--- src/rtl/decode_pkg.sv ---
`default_nettype none
// ============================================================================
// Module      : decode_pkg
// Description : Shared opcode, branch-type and NIC-prefix constants plus the
//               packed decoded-bundle type used by the decode stage.
// Revision    : 1.0 - initial release
// ============================================================================
package decode_pkg;

  // Primary opcodes, instr[31:26]
  localparam logic [5:0] OP_R    = 6'b101010;
  localparam logic [5:0] OP_VBNZ = 6'b100010;
  localparam logic [5:0] OP_VBEZ = 6'b100011;
  localparam logic [5:0] OP_LD   = 6'b100000;
  localparam logic [5:0] OP_SD   = 6'b100001;
  localparam logic [5:0] OP_NOP  = 6'b111100;

  // Branch-type encodings
  localparam logic [1:0] BR_NONE = 2'b00;
  localparam logic [1:0] BR_VBNZ = 2'b10;
  localparam logic [1:0] BR_VBEZ = 2'b11;

  // mem_addr[15:14] value that routes a load/store to the NIC
  localparam logic [1:0] NIC_PREFIX = 2'b11;

  // Decoded fields. The NIC select is derived from mem_addr at the output so
  // the struct stays independent of the NIC_SEL_W parameter.
  typedef struct packed {
    logic [4:0]  rs_a;
    logic [4:0]  rs_b;
    logic [4:0]  rd;
    logic [4:0]  hdu_a;
    logic [4:0]  hdu_b;
    logic [1:0]  ww;
    logic [5:0]  op;
    logic [2:0]  ppp;
    logic [1:0]  br;
    logic [15:0] imm;
    logic [15:0] mem_addr;
    logic        wr_en;
    logic        mem_en;
    logic        store;
    logic        load;
    logic        nic_en;
    logic        nic_wr;
    logic        illegal;
  } dec_bundle_t;

endpackage : decode_pkg
`default_nettype wire

--- src/rtl/decode_fifo.sv ---
`default_nettype none
// ============================================================================
// Module      : decode_fifo
// Description : Synchronous instruction buffer, DEPTH entries (power of two).
//               Head word is presented combinationally; flush empties it.
// Ports       : clk, reset      - clock, synchronous active-high reset
//               flush_i         - empty the buffer this cycle, ignore push
//               push_i/push_data_i - write request and data (dropped if full)
//               pop_i           - consume head (ignored if empty)
//               head_o          - current head word
//               empty_o/full_o  - occupancy status
// Revision    : 1.0 - initial release
// ============================================================================
module decode_fifo #(
  parameter int DEPTH = 2,
  parameter int WIDTH = 32
) (
  input  logic             clk,
  input  logic             reset,
  input  logic             flush_i,
  input  logic             push_i,
  input  logic [WIDTH-1:0] push_data_i,
  input  logic             pop_i,
  output logic [WIDTH-1:0] head_o,
  output logic             empty_o,
  output logic             full_o
);

  localparam int AW = (DEPTH > 1) ? $clog2(DEPTH) : 1;

  logic [WIDTH-1:0] mem_q [DEPTH];
  logic [AW-1:0]    wr_ptr_q;
  logic [AW-1:0]    rd_ptr_q;
  logic [AW:0]      count_q;
  logic             w_push;
  logic             w_pop;

  assign empty_o = (count_q == '0);
  assign full_o  = (count_q == (AW+1)'(DEPTH));
  assign head_o  = mem_q[rd_ptr_q];
  assign w_push  = push_i && !full_o;
  assign w_pop   = pop_i && !empty_o;

  // Pointers wrap naturally because DEPTH is a power of two.
  always_ff @(posedge clk) begin
    if (reset || flush_i) begin
      wr_ptr_q <= '0;
      rd_ptr_q <= '0;
      count_q  <= '0;
    end else begin
      if (w_push) wr_ptr_q <= wr_ptr_q + AW'(1);
      if (w_pop)  rd_ptr_q <= rd_ptr_q + AW'(1);
      case ({w_push, w_pop})
        2'b10:   count_q <= count_q + (AW+1)'(1);
        2'b01:   count_q <= count_q - (AW+1)'(1);
        default: count_q <= count_q;
      endcase
    end
  end

  // Storage needs no reset: the head is only consumed when count is non-zero.
  always_ff @(posedge clk) begin
    if (!reset && !flush_i && w_push) begin
      mem_q[wr_ptr_q] <= push_data_i;
    end
  end

endmodule : decode_fifo
`default_nettype wire

--- src/rtl/decode_stage_pipe.sv ---
`default_nettype none
// ============================================================================
// Module      : decode_stage_pipe
// Description : Buffered, registered instruction decoder with load-use
//               interlock, illegal-opcode flag and pipeline flush.
// Ports       : clk, reset             - clock, synchronous active-high reset
//               flush                  - drop everything buffered/registered
//               in_valid/in_instr/in_ready    - fetch side handshake
//               out_valid/out_ready           - downstream handshake
//               out_rs_a/rs_b/rd/hdu_a/hdu_b  - register addresses
//               out_ww/op/ppp/br/imm/mem_addr - decoded fields
//               out_wr_en/mem_en/store/load   - controls
//               out_nic_en/nic_wr/nic_sel     - NIC access controls
//               out_illegal                   - unrecognised opcode
// Revision    : 1.0 - initial release
// ============================================================================
module decode_stage_pipe
  import decode_pkg::*;
#(
  parameter int DEPTH     = 2,
  parameter int LD_STALL  = 1,
  parameter int NIC_SEL_W = 2
) (
  input  logic                 clk,
  input  logic                 reset,
  input  logic                 flush,
  input  logic                 in_valid,
  input  logic [31:0]          in_instr,
  output logic                 in_ready,
  output logic                 out_valid,
  input  logic                 out_ready,
  output logic [4:0]           out_rs_a,
  output logic [4:0]           out_rs_b,
  output logic [4:0]           out_rd,
  output logic [4:0]           out_hdu_a,
  output logic [4:0]           out_hdu_b,
  output logic [1:0]           out_ww,
  output logic [5:0]           out_op,
  output logic [2:0]           out_ppp,
  output logic [1:0]           out_br,
  output logic [15:0]          out_imm,
  output logic [15:0]          out_mem_addr,
  output logic                 out_wr_en,
  output logic                 out_mem_en,
  output logic                 out_store,
  output logic                 out_load,
  output logic                 out_nic_en,
  output logic                 out_nic_wr,
  output logic [NIC_SEL_W-1:0] out_nic_sel,
  output logic                 out_illegal
);

  localparam int             SCW        = (LD_STALL > 0) ? $clog2(LD_STALL + 1) : 1;
  localparam logic [SCW-1:0] STALL_INIT = SCW'(LD_STALL);

  // --------------------------------------------------------------------------
  // Decode helpers
  // --------------------------------------------------------------------------
  function automatic dec_bundle_t decode(input logic [31:0] instr);
    dec_bundle_t d;
    d = '0;
    case (instr[31:26])
      OP_R: begin
        d.rd    = instr[25:21];
        d.rs_a  = instr[20:16];
        d.rs_b  = instr[15:11];
        d.hdu_a = instr[20:16];
        d.hdu_b = instr[15:11];
        d.ppp   = instr[10:8];
        d.ww    = instr[7:6];
        d.op    = instr[5:0];
        d.wr_en = 1'b1;
      end
      OP_VBNZ, OP_VBEZ: begin
        d.rs_a  = instr[25:21];
        d.hdu_a = instr[25:21];
        d.br    = (instr[31:26] == OP_VBNZ) ? BR_VBNZ : BR_VBEZ;
        d.imm   = instr[15:0];
      end
      OP_LD: begin
        d.rd       = instr[25:21];
        d.hdu_a    = instr[25:21];
        d.mem_addr = instr[15:0];
        d.mem_en   = 1'b1;
        d.load     = 1'b1;
        d.wr_en    = 1'b1;
      end
      OP_SD: begin
        d.rs_a     = instr[25:21];
        d.hdu_a    = instr[25:21];
        d.mem_addr = instr[15:0];
        d.mem_en   = 1'b1;
        d.store    = 1'b1;
      end
      OP_NOP: begin
        d.ppp = instr[10:8];
      end
      default: begin
        d.illegal = 1'b1;
      end
    endcase
    if ((d.load || d.store) && (d.mem_addr[15:14] == NIC_PREFIX)) begin
      d.nic_en = 1'b1;
      d.nic_wr = d.store;
    end
    return d;
  endfunction

  // True when the instruction reads register r as a source operand.
  function automatic logic reads_reg(input logic [31:0] instr, input logic [4:0] r);
    logic hit;
    hit = 1'b0;
    case (instr[31:26])
      OP_R:                    hit = (instr[20:16] == r) || (instr[15:11] == r);
      OP_VBNZ, OP_VBEZ, OP_SD: hit = (instr[25:21] == r);
      default:                 hit = 1'b0;
    endcase
    return hit;
  endfunction

  // --------------------------------------------------------------------------
  // Instruction buffer
  // --------------------------------------------------------------------------
  logic [31:0] w_head;
  logic        w_empty;
  logic        w_full;
  logic        w_push;
  logic        w_issue;

  // Full blocks fetch even when the head pops the same cycle, keeping
  // in_ready a pure function of registered occupancy and flush.
  assign in_ready = !w_full && !flush;
  assign w_push   = in_valid && in_ready;

  decode_fifo #(
    .DEPTH (DEPTH),
    .WIDTH (32)
  ) u_fifo (
    .clk         (clk),
    .reset       (reset),
    .flush_i     (flush),
    .push_i      (w_push),
    .push_data_i (in_instr),
    .pop_i       (w_issue),
    .head_o      (w_head),
    .empty_o     (w_empty),
    .full_o      (w_full)
  );

  // --------------------------------------------------------------------------
  // Interlock and output register
  // --------------------------------------------------------------------------
  dec_bundle_t    w_dec;
  dec_bundle_t    bundle_q;
  dec_bundle_t    bundle_d;
  logic           out_valid_q;
  logic           out_valid_d;
  logic [SCW-1:0] stall_q;
  logic [SCW-1:0] stall_d;
  logic [4:0]     ld_rd_q;
  logic [4:0]     ld_rd_d;
  logic           w_dep;
  logic           w_load_out;

  always_comb begin
    w_dec       = decode(w_head);
    w_dep       = (stall_q != '0) && reads_reg(w_head, ld_rd_q);
    w_load_out  = !out_valid_q || out_ready;
    w_issue     = !w_empty && w_load_out && !w_dep && !flush;
    out_valid_d = out_valid_q;
    bundle_d    = bundle_q;
    stall_d     = stall_q;
    ld_rd_d     = ld_rd_q;
    if (flush) begin
      out_valid_d = 1'b0;
      bundle_d    = '0;
      stall_d     = '0;
    end else begin
      // A held dependent head turns a free output slot into a bubble.
      if (w_load_out) begin
        out_valid_d = w_issue;
        bundle_d    = w_issue ? w_dec : '0;
      end
      // Stall counts downstream-ready cycles; a new LD restarts the window.
      if (w_issue && w_dec.load) begin
        stall_d = STALL_INIT;
        ld_rd_d = w_dec.rd;
      end else if (out_ready && (stall_q != '0)) begin
        stall_d = stall_q - SCW'(1);
      end
    end
  end

  always_ff @(posedge clk) begin
    if (reset) begin
      out_valid_q <= 1'b0;
      bundle_q    <= '0;
      stall_q     <= '0;
      ld_rd_q     <= '0;
    end else begin
      out_valid_q <= out_valid_d;
      bundle_q    <= bundle_d;
      stall_q     <= stall_d;
      ld_rd_q     <= ld_rd_d;
    end
  end

  // --------------------------------------------------------------------------
  // Outputs
  // --------------------------------------------------------------------------
  assign out_valid    = out_valid_q;
  assign out_rs_a     = bundle_q.rs_a;
  assign out_rs_b     = bundle_q.rs_b;
  assign out_rd       = bundle_q.rd;
  assign out_hdu_a    = bundle_q.hdu_a;
  assign out_hdu_b    = bundle_q.hdu_b;
  assign out_ww       = bundle_q.ww;
  assign out_op       = bundle_q.op;
  assign out_ppp      = bundle_q.ppp;
  assign out_br       = bundle_q.br;
  assign out_imm      = bundle_q.imm;
  assign out_mem_addr = bundle_q.mem_addr;
  assign out_wr_en    = bundle_q.wr_en;
  assign out_mem_en   = bundle_q.mem_en;
  assign out_store    = bundle_q.store;
  assign out_load     = bundle_q.load;
  assign out_nic_en   = bundle_q.nic_en;
  assign out_nic_wr   = bundle_q.nic_wr;
  assign out_illegal  = bundle_q.illegal;
  assign out_nic_sel  = bundle_q.nic_en ? bundle_q.mem_addr[NIC_SEL_W-1:0] : '0;

endmodule : decode_stage_pipe
`default_nettype wire

--- config.mk ---
export PLATFORM = sky130hd
export DESIGN_NAME = decode_stage_pipe
export DESIGN_NICKNAME = d
export VERILOG_FILES = /design/src/rtl/decode_pkg.sv /design/src/rtl/decode_fifo.sv /design/src/rtl/decode_stage_pipe.sv
export SDC_FILE = /design/constraint.sdc
export NUM_CORES = 1
export LEC_CHECK = 0
export CORE_MARGIN = 1
export CORE_UTILIZATION = 35
export CTS_BUF_LIST = sky130_fd_sc_hd__clkbuf_8
export DETAILED_ROUTE_END_ITERATION = 8
export PLACE_DENSITY = 0.62
export SKIP_CTS_REPAIR_TIMING = 1
export SYNTH_ARGS = -nofsm -noshare
export SYNTH_HDL_FRONTEND = slang
export SYNTH_SLANG_ARGS = --single-unit
--- constraint.sdc ---
create_clock -name clk -period 4.3 [get_ports clk]
set_input_delay 0.86 -clock clk [delete_from_list [all_inputs] [get_ports clk]]
set_output_delay 0.86 -clock clk [all_outputs]
set_load 0.05 [all_outputs]
==> metrics.yaml <==
pre_cts_slack_ns: 0.8823
synth_edf_count: 64
synthTopCellsByArea: "edfxtp_1 (33%), dfxtp_1 (29%), nand2_1 (5.4%)"
antenna_found_initial: 0
path_clk_slew_ns: 0.08
status: "finished clean"
critical_path.endpoint_type: "flip-flop"
synth_top_area_share_pct: 33.22
dp_cells: 826
pwr-share-seq_pct: 52.0
final_nets: 667
hp-class: "reg2reg"
holdPathEnd: "out_imm[5]"
synth_top_area_cell: "edfxtp_1"
antennaDiodeCount: 0
path_class: "reg2reg"
synth_top_flop_cell: "dfxtp_1"
place_congestion: 0.8371
ys_ff_latch: 148
clkLatencyLatePin_ns: 0.46
synth_cell_type_count: 44
crit_required_ns: 4.69
r2r_end: "u_fifo.count_q[1]"
cts_tree: "yes"
pwr-share-comb_pct: 5.8
grt_pass1_vias: 4154
netlist_top_cells_count: "dfxtp_1 (84), nand2_1 (84), edfxtp_1 (64)"
grt.total_usage_pct: 18.15
rows: 46
setup-tns-final_ns: 0
die_w_um: 130.6
io_pins: 118
ys_async_sr_fraction_pct: 0
root_buffer: "clkbuf_8"
die_y_um: 130.6
coreArea_um2: 16000
route.detailed.drc: 0
drive_gt1_share_pct: 10.59
synthCells: 516
cp.arrival_ns: 3.78
hpwl_um: 10660
grt_start_max_net_pins: 42
finalNonFillerCells: 858
netlist_area_um2: 5786
reg2reg_depth: 9
slew_viol_final: 0
io_buffers: 117
hold_depth: 2
p_switching_uw: 601.7
maxCapViolCount: 0
reg2reg_slack_ns: 0.91
p_int_uw: 2261
cts_made_buffers: 17
timing.slew.headroom_pct: 43.82
p_per_area_nw_per_um2: 373.8
fin_crit_sh_pct: 78.93
yosysWarnings: 0
cellLeakagePower_uw: 0.002510
ant_nets: 0
cts_sinks: 148
min_from: "out_imm[5]"
drt_iter0_drc: 365
overflow: 0
crit_path_max_fanout: 26
initial_core_util_pct: 36.16
grt_setup_unrepaired: "no"
syn_avg_cell_area_um2: 11.21
num_vias: 4296
switching_share_pct: 21.02
wl_per_cell_um: 16.98
wirelength_um: 14570
finalSetupViolCount: 0
max_freq_mhz: 294.6
area_growth_pct: 32.35
min_period_ns: 3.394
cts.path.max_buffers: 2
fp.dieArea_um2: 17050
worstMarginPinSlew_ns: 0.8400
p_clk_share_pct: 42.2
htree_levels: 4
final.setup.worst_slack_ns: 0.9058
skew_ns: 0.01233
seq_area_frac_synth_pct: 62.28
syn-num-nets: 554
startpoint_type: "flip-flop"
via_per_inst: 5.007
hold_violations: 0
grt_pass1_wl_um: 22440
peakVddDrop_uv: 189.1
dr.pass1.iters: 4
cells by family (layout without fill, tap and decap cells):
kind of cell	Yosys count	count (layout)	share of synthesized area, %
buffers and inverters	40	166	3.395
DFF	148	148	62.28
adders and majority gates	1	1	0.2162
and+or+nand+nor	172	172	13.93
muxes	32	32	5.925
xor gates and xnor gates	18	18	2.725
AOI/OAI and AO/OA	105	105	11.53
through the flow:
| stage | total power [µW] | area, µm² | hold slack (ns) | util [%] |
|---|---|---|---|---|
| after floorplan | 1610 | 5796 | 0.4560 | - |
| after global placement | 1682 | 7206 | 0.4424 | 45.03 |
| after detailed placement | 1687 | 7206 | 0.4458 | 45.03 |
| after CTS | 2888 | 7657 | 0.4600 | 47.86 |
| after global routing | 2962 | 7657 | 0.4816 | 47.86 |
| final | 2862 | 7657 | 0.4561 | 47.86 |
routing by layer:
layer	part of all wire (%)	global-route usage [%]	wire, µm
met5	0	0	0
met4	2.1	7.978	309
met3	5.4	4.235	783
met2	50	29.91	7229
met1	43	22.73	6251
area by class of cell:
type,count,area (µm²)
clock buffer,19,261.5
clock inverter,13,190.2
fill,1496,8343
inverter,3,11.26
multi-input combinational,328,2018
sequential,148,3605
tap,216,270.3
timing repair buffer,131,1301
critical path, cell delays in order, from the launching register on:
cell and delay (ns):
dfxtp_2 0.71, mux2i_1 0.52, xor2_1 0.19, nand3_1 0.09, or4_1 0.57, a31oi_4 0.22
inv_2 0.14, ha_1 0.36, or3_1 0.39, a21oi_1 0.14
power groups by stage:
stage	sequential (µW)	combinational, µW	clock (µW)
after global placement	1520	161	0
after CTS	1490	166	1230
after floorplan	1520	90.5	0
final	1490	166	1210
after global routing	1490	178	1290
after detailed placement	1520	166	0
sequential cells by signal, indices dropped and copies added (netlist names), 2 cells and up, named ones only:
signal          cells
out_br              2
out_rs_b            5
out_op              6
out_hdu_a           5
out_imm            16
out_mem_addr       16
out_ppp             3
ld_rd_q             5
out_rd              5
u_fifo.count_q      2
out_rs_a            5
u_fifo.mem_q       64
out_ww              2
worst max-delay path by stage:
stage | cells after the start | slack, ns | start | end
floorplan | 3 | 0.55 | flush | u_fifo.mem_q[1][0]
global placement | 10 | 0.96 | out_ready | u_fifo.count_q[1]
detailed placement | 10 | 0.88 | out_ready | u_fifo.count_q[1]
CTS | 9 | 0.92 | flip-flop | u_fifo.count_q[1]
global route | 9 | 0.65 | flip-flop | u_fifo.count_q[1]
finish | 9 | 0.91 | flip-flop | u_fifo.count_q[1]
layout by cell type, fill, tap and decap left out, types with 2 or more instances in the layout:
master	synthesis	layout
xnor2_1	8	8
o22ai_1	3	3
clkinv_2	0	2
o31ai_1	11	11
clkbuf_8	0	19
buf_4	8	12
dfxtp_1	84	83
xor2_1	10	10
nand3b_1	8	8
nand4_1	15	15
bufinv_16	0	5
buf_12	0	2
a21oi_1	14	14
and2_1	3	3
clkdlybuf4s50_1	0	117
nor2b_1	2	2
or3_1	3	3
o21ai_0	53	53
or3b_1	3	3
a32o_1	11	11
nand2b_1	8	8
a22oi_1	2	2
nand2_1	84	84
mux2i_1	14	14
edfxtp_1	64	64
nand3_1	15	15
mux2_2	18	18
nor2_1	23	21
nor3_1	4	3
inv_1	2	6
o21ai_1	2	2
Power figures use the tool's default switching activity.
